==> src/rtl/compl_pkg.sv <==
// Shared mode codes and FSM state encoding for the serial complement unit.
package compl_pkg;

   localparam logic [1:0] MODE_NOT  = 2'b00;
   localparam logic [1:0] MODE_NEG  = 2'b01;
   localparam logic [1:0] MODE_ABS  = 2'b10;
   localparam logic [1:0] MODE_PASS = 2'b11;

   typedef enum logic [1:0] {
      ST_IDLE = 2'd0,
      ST_BUSY = 2'd1,
      ST_DONE = 2'd2
   } state_e;

endpackage

==> src/rtl/compl_digit_slice.sv <==
// One DIGIT-wide slice: optional inversion followed by an add of the incoming carry.
module compl_digit_slice #(
   parameter int DIGIT = 8
) (
   input  logic [DIGIT-1:0] d,
   input  logic             inv,
   input  logic             cin,
   output logic [DIGIT-1:0] q,
   output logic             cout
);

   logic [DIGIT:0] sum;

   always_comb begin
      sum = {1'b0, (inv ? ~d : d)} + {{DIGIT{1'b0}}, cin};
   end

   assign q    = sum[DIGIT-1:0];
   assign cout = sum[DIGIT];

endmodule

==> src/rtl/serial_complement_unit.sv <==
// Digit-serial NOT/NEG/ABS/PASS engine with valid/ready handshakes on both sides.
// Define COMPL_OVF_EN to add the out_ovf port and most-negative-operand detection.
module serial_complement_unit
   import compl_pkg::*;
#(
   parameter int WIDTH = 32,
   parameter int DIGIT = 8
) (
   input  logic             clk,
   input  logic             rst,
   input  logic             in_valid,
   output logic             in_ready,
   input  logic [WIDTH-1:0] in_data,
   input  logic [1:0]       in_mode,
   output logic             out_valid,
   input  logic             out_ready,
   output logic [WIDTH-1:0] out_data,
   output logic             out_zero
`ifdef COMPL_OVF_EN
   ,output logic            out_ovf
`endif
);

   localparam int             NDIG = WIDTH / DIGIT;
   localparam int             CW   = (NDIG > 1) ? $clog2(NDIG) : 1;
   localparam logic [CW-1:0]  LAST = CW'(NDIG - 1);

   state_e           stateQ, stateD;
   logic [CW-1:0]    cntQ, cntD;
   logic             carryQ, carryD;
   logic             negSelQ, negSelD;
   logic [1:0]       modeQ, modeD;
   logic [WIDTH-1:0] opQ, opD;
   logic [WIDTH-1:0] accQ, accD;
   logic [WIDTH-1:0] outDataQ, outDataD;
   logic             outZeroQ, outZeroD;
`ifdef COMPL_OVF_EN
   logic             ovfArmQ, ovfArmD;
   logic             outOvfQ, outOvfD;
`endif

   logic             sliceInv;
   logic             sliceCin;
   logic [DIGIT-1:0] sliceOut;
   logic             sliceCout;
   logic [WIDTH-1:0] accShift;
   logic             newNegSel;

   // The operand shifts right so the active digit always sits at the bottom.
   compl_digit_slice #(.DIGIT(DIGIT)) uSlice (
      .d    (opQ[DIGIT-1:0]),
      .inv  (sliceInv),
      .cin  (sliceCin),
      .q    (sliceOut),
      .cout (sliceCout)
   );

   assign sliceInv  = (modeQ == MODE_NOT) | negSelQ;
   assign sliceCin  = negSelQ & carryQ;
   assign accShift  = WIDTH'({sliceOut, accQ} >> DIGIT);
   assign newNegSel = (in_mode == MODE_NEG) | ((in_mode == MODE_ABS) & in_data[WIDTH-1]);

   // Next-state and datapath updates; every register holds unless its state acts on it.
   always_comb begin
      stateD   = stateQ;
      cntD     = cntQ;
      carryD   = carryQ;
      negSelD  = negSelQ;
      modeD    = modeQ;
      opD      = opQ;
      accD     = accQ;
      outDataD = outDataQ;
      outZeroD = outZeroQ;
`ifdef COMPL_OVF_EN
      ovfArmD  = ovfArmQ;
      outOvfD  = outOvfQ;
`endif
      case (stateQ)
         ST_IDLE: begin
            if (in_valid) begin
               opD     = in_data;
               modeD   = in_mode;
               cntD    = '0;
               negSelD = newNegSel;
               carryD  = newNegSel;
`ifdef COMPL_OVF_EN
               ovfArmD = newNegSel & (in_data == {1'b1, {(WIDTH-1){1'b0}}});
`endif
               stateD  = ST_BUSY;
            end
         end
         ST_BUSY: begin
            opD    = opQ >> DIGIT;
            accD   = accShift;
            carryD = sliceCout;
            cntD   = cntQ + 1'b1;
            if (cntQ == LAST) begin
               outDataD = accShift;
               outZeroD = (accShift == '0);
`ifdef COMPL_OVF_EN
               outOvfD  = ovfArmQ;
`endif
               stateD   = ST_DONE;
            end
         end
         ST_DONE: begin
            if (out_ready) begin
`ifdef COMPL_OVF_EN
               outOvfD = 1'b0;
`endif
               stateD  = ST_IDLE;
            end
         end
         default: stateD = ST_IDLE;
      endcase
   end

   // Synchronous reset abandons any operation in flight.
   always_ff @(posedge clk) begin
      if (rst) begin
         stateQ   <= ST_IDLE;
         cntQ     <= '0;
         carryQ   <= 1'b0;
         negSelQ  <= 1'b0;
         modeQ    <= MODE_NOT;
         opQ      <= '0;
         accQ     <= '0;
         outDataQ <= '0;
         outZeroQ <= 1'b0;
`ifdef COMPL_OVF_EN
         ovfArmQ  <= 1'b0;
         outOvfQ  <= 1'b0;
`endif
      end else begin
         stateQ   <= stateD;
         cntQ     <= cntD;
         carryQ   <= carryD;
         negSelQ  <= negSelD;
         modeQ    <= modeD;
         opQ      <= opD;
         accQ     <= accD;
         outDataQ <= outDataD;
         outZeroQ <= outZeroD;
`ifdef COMPL_OVF_EN
         ovfArmQ  <= ovfArmD;
         outOvfQ  <= outOvfD;
`endif
      end
   end

   assign in_ready  = (stateQ == ST_IDLE);
   assign out_valid = (stateQ == ST_DONE);
   assign out_data  = outDataQ;
   assign out_zero  = outZeroQ;
`ifdef COMPL_OVF_EN
   assign out_ovf   = outOvfQ;
`endif

endmodule

==> config.mk <==
export PLATFORM = sky130hd
export DESIGN_NAME = serial_complement_unit
export DESIGN_NICKNAME = d
export VERILOG_FILES = /design/src/rtl/compl_pkg.sv /design/src/rtl/compl_digit_slice.sv /design/src/rtl/serial_complement_unit.sv
export SDC_FILE = /design/constraint.sdc
export NUM_CORES = 1
export LEC_CHECK = 0
export CAP_MARGIN = 25
export CORE_UTILIZATION = 45
export CTS_BUF_LIST = sky130_fd_sc_hd__clkbuf_16
export CTS_CLUSTER_SIZE = 40
export DETAILED_ROUTE_END_ITERATION = 10
export PLACE_DENSITY_LB_ADDON = 0.12
export RECOVER_POWER = 50
export SLEW_MARGIN = 20
export SYNTH_ARGS = -nofsm -noshare
export SYNTH_HDL_FRONTEND = slang
export SYNTH_SLANG_ARGS = --single-unit
==> constraint.sdc <==
create_clock -name clk -period 3.3 [get_ports clk]
set_input_delay 0.66 -clock clk [delete_from_list [all_inputs] [get_ports clk]]
set_output_delay 0.66 -clock clk [all_outputs]
set_load 0.01 [all_outputs]
==> impl_metrics.py <==
metrics = {
    "clocking": {
        "cts.sinks": 97,
        "htree_num_levels": 3,
        "clock-root-buffer": "clkbuf_16",
        "cts_resized": 0,
        "cts.path.max_buffers": 2,
        "holdBufCountCts": 0,
        "cts_buffers": 9,
        "cts_tree": "done",
        "clk_latency_ns": 0.34,
        "clk_pin_slew_worst_paths_ns": 0.07,
        "post_cts_buffers": 0,
    },
    "setup_path": {
        "setup.worst_path.class": "reg -> reg",
        "startpoint_type": "flip-flop",
        "cpPeakStageDelay_ns": 1.56,
        "reg2reg_from": "stateQ[1]$_SDFFE_PP0P_",
        "worstSetupEndpointType": "flip-flop",
        "cp_slowest_cell": "nand2b_1",
        "cp_cell_sequence": "nand2b_1 -> nor2_1 -> a311oi_1",
        "reg2reg_slack_ns": 0.62,
        "reg2reg_to": "opQ[11]$_SDFFE_PP0P_",
        "cp.required_ns": 3.53,
        "crit_arrival_ns": 2.91,
        "critPathMaxFanout": 60,
        "ff2ff_path_depth": 3,
        "cp_top_family": "simple AND/OR/NAND/NOR gates",
        "path_buf_inv": 0,
    },
    "routing": {
        "wl_met1_microns": 4480,
        "met3_length_microns": 315,
        "route.met2.wl_microns": 4350,
        "vias": 3591,
        "wl_microns": 9300,
        "wire_per_inst_microns": 13.7,
        "vias_per_cell": 5.30,
        "drt_iter0_markers": 184,
        "ant_nets": 0,
        "first_pass_iters": 4,
        "highest_layer": "met4",
        "drc": 0,
    },
    "grt": {
        "grt_pass1_vias": 3295,
        "grt_max_degree": 98,
        "grt_pass1_wl_microns": 15500,
        "antenna_found_initial": 0,
        "grt_usage_pct": 21.8,
        "gr-total-overflow": 0,
    },
    "place": {
        "io_buffer_count": 72,
        "gp_congestion": 0.809,
        "dp.final_hpwl_microns": 6320,
    },
    "synthesis": {
        "syn_inst": 516,
        "syn-num-nets": 558,
        "synth_common_cells": "nand2_1 (175), dfxtp_1 (97), a21oi_1 (71)",
        "netlist_top_cells_area": "dfxtp_1 (49%), nand2_1 (17%), a21oi_1 (9.0%), a311oi_1 (5.3%), nor2_1 (3.9%)",
        "syn_area_sq_um": 3960,
        "synth_cell_types": 34,
        "ys_ff_latch": 97,
        "yosysTopAreaCellShare_pct": 49.0,
        "yosys_warnings": 0,
        "synth_seq_area_share_pct": 49.0,
        "netlist.top_cell.by_area": "dfxtp_1",
        "async_flop_share_pct": 0,
        "yosysMostFrequentCell": "nand2_1",
        "synth_ff_type": "dfxtp_1",
        "avgSynthCellArea_sq_um": 7.68,
        "synth_edf_count": 0,
    },
    "timing": {
        "fin_crit_sh_pct": 81.3,
        "slew_headroom_pct": -41.4,
        "finalHoldViolCount": 0,
        "fin_skew_ns": 0.00864,
        "setup_violations": 0,
        "fin_tns_setup_ns": 0,
        "min_period_ns": 2.68,
        "slew_violations": 61,
        "worstMarginPinSlew_ns": 2.12,
        "rsz0062_at_grt": "false",
        "fmax_ghz": 0.373,
    },
    "finish": {
        "drive_gt1_share_pct": 5.24,
        "fillers": 772,
        "syn_to_final_growth_pct": 26.1,
        "final_util_pct": 59.6,
        "diodes": 0,
        "final_nets": 610,
    },
    "floorplanning": {
        "fp.coreArea_sq_um": 8380,
        "ios": 73,
        "rows": 33,
        "die_y_microns": 95.8,
        "die_w_microns": 95.8,
        "dieArea_sq_um": 9190,
        "initial_core_util_pct": 47.3,
    },
    "worst_hold_path": {
        "holdPathStages": 2,
        "hold_path.class": "reg -> reg",
        "worst_hold_startpoint": "out_data[22]$_SDFFE_PP0P_",
        "min_to": "out_data[22]$_SDFFE_PP0P_",
    },
    "status": {
        "outcome": "complete, but fails checks",
        "failed_checks": "capacitance limit, slew limit",
    },
    "run": {
        "cap_violations": 1,
    },
    "power_and_ir_drop": {
        "p_per_area_nw_per_um2": 523,
        "leakage_nw": 1.83,
        "peakVddDrop_mv": 0.291,
    },
}
==> layout by cell type, fill, tap and decap left out, drive strengths merged, types with 6 or more instances in the layout <==
master,netlist,final
a311oi,24,24
a21oi,73,73
o21ai,6,6
nand2,175,175
dfxtp,97,97
clkbuf,32,10
dlygate4sd3,0,24
clkdlybuf4s50,0,47
nor2,42,42
nor4,7,7
nand3,10,10
buf,8,9
xnor2,8,8
==> power by group <==
part | internal, mW | switching [mW] | total (mW)
clock | 0.587 | 0.440 | 1.03
sequential | 1.23 | 0.0502 | 1.28
combinational | 0.135 | 0.177 | 0.311
total | 1.95 | 0.667 | 2.62
==> sequential cells by signal, summed over array words and instances, names as in the netlist, 2 cells and up <==
signal,cells
out_data,32
accQ,24
cntQ,2
modeQ,2
opQ,32
stateQ,2
==> worst max path at each step <==
stage,start,slack (ns),to,cells past startpoint
3_3_place_gp,negSelQ$_SDFFE_PP0P_,0.90,out_zero$_SDFFE_PP0P_,10
2_1_floorplan,modeQ[1]$_SDFFE_PP0P_,0.92,out_zero$_SDFFE_PP0P_,11
5_1_grt,stateQ[1]$_SDFFE_PP0P_,0.36,cntQ[0]$_SDFFE_PP0P_,5
3_5_place_dp,negSelQ$_SDFFE_PP0P_,0.80,out_zero$_SDFFE_PP0P_,10
4_1_cts,negSelQ$_SDFFE_PP0P_,0.78,out_zero$_SDFFE_PP0P_,10
6_report,stateQ[1]$_SDFFE_PP0P_,0.62,opQ[11]$_SDFFE_PP0P_,3
==> cell families after synthesis <==
logic type / Yosys count / share of synthesized area [%]
compound gates: 111 / 17.2
xor+xnor: 9 / 1.99
fa+ha+maj: 4 / 1.26
buf+inv: 43 / 4.64
flops: 97 / 49.0
simple gates: 252 / 25.9
==> routing by layer <==
metal / global-route usage (%) / vias to the layer above
met5: 0 / -
met4: 8.83 / 0
met3: 3.24 / 14
met2: 34.2 / 88
met1: 30.0 / 1652
li1: - / 1837
==> worst min-delay path, stage by stage, from the launching register on <==
cell     delay (ns)
dfxtp_1        0.30
nand2_1        0.05
a21oi_1        0.05
==> through the flow <==
| step | worst slack (ns) | total power, mW | hold WS, ns | std cells | cell area, sq um |
|---|---|---|---|---|---|
| 3_3_place_gp | 0.899 | 1.61 | 0.443 | 662 | 4710 |
| 5_1_grt | 0.361 | 2.74 | 0.464 | 678 | 5000 |
| 3_5_place_dp | 0.795 | 1.61 | 0.446 | 662 | 4710 |
| 4_1_cts | 0.781 | 2.63 | 0.455 | 678 | 5000 |
| 6_report | 0.616 | 2.62 | 0.449 | 678 | 5000 |
| 2_1_floorplan | 0.920 | 1.50 | 0.440 | 516 | 3960 |
==> final cells by class <==
cell class | count | area (sq um) | area share [%]
clock buffers | 9 | 225 | 4.51
clock inverters | 7 | 72.6 | 1.45
inverters | 3 | 11.3 | 0.225
multi-input cells | 376 | 1840 | 36.7
flip-flops and latches | 97 | 1940 | 38.8
well taps | 105 | 131 | 2.63
repair buffers | 81 | 779 | 15.6
Power figures use the tool's default switching activity.
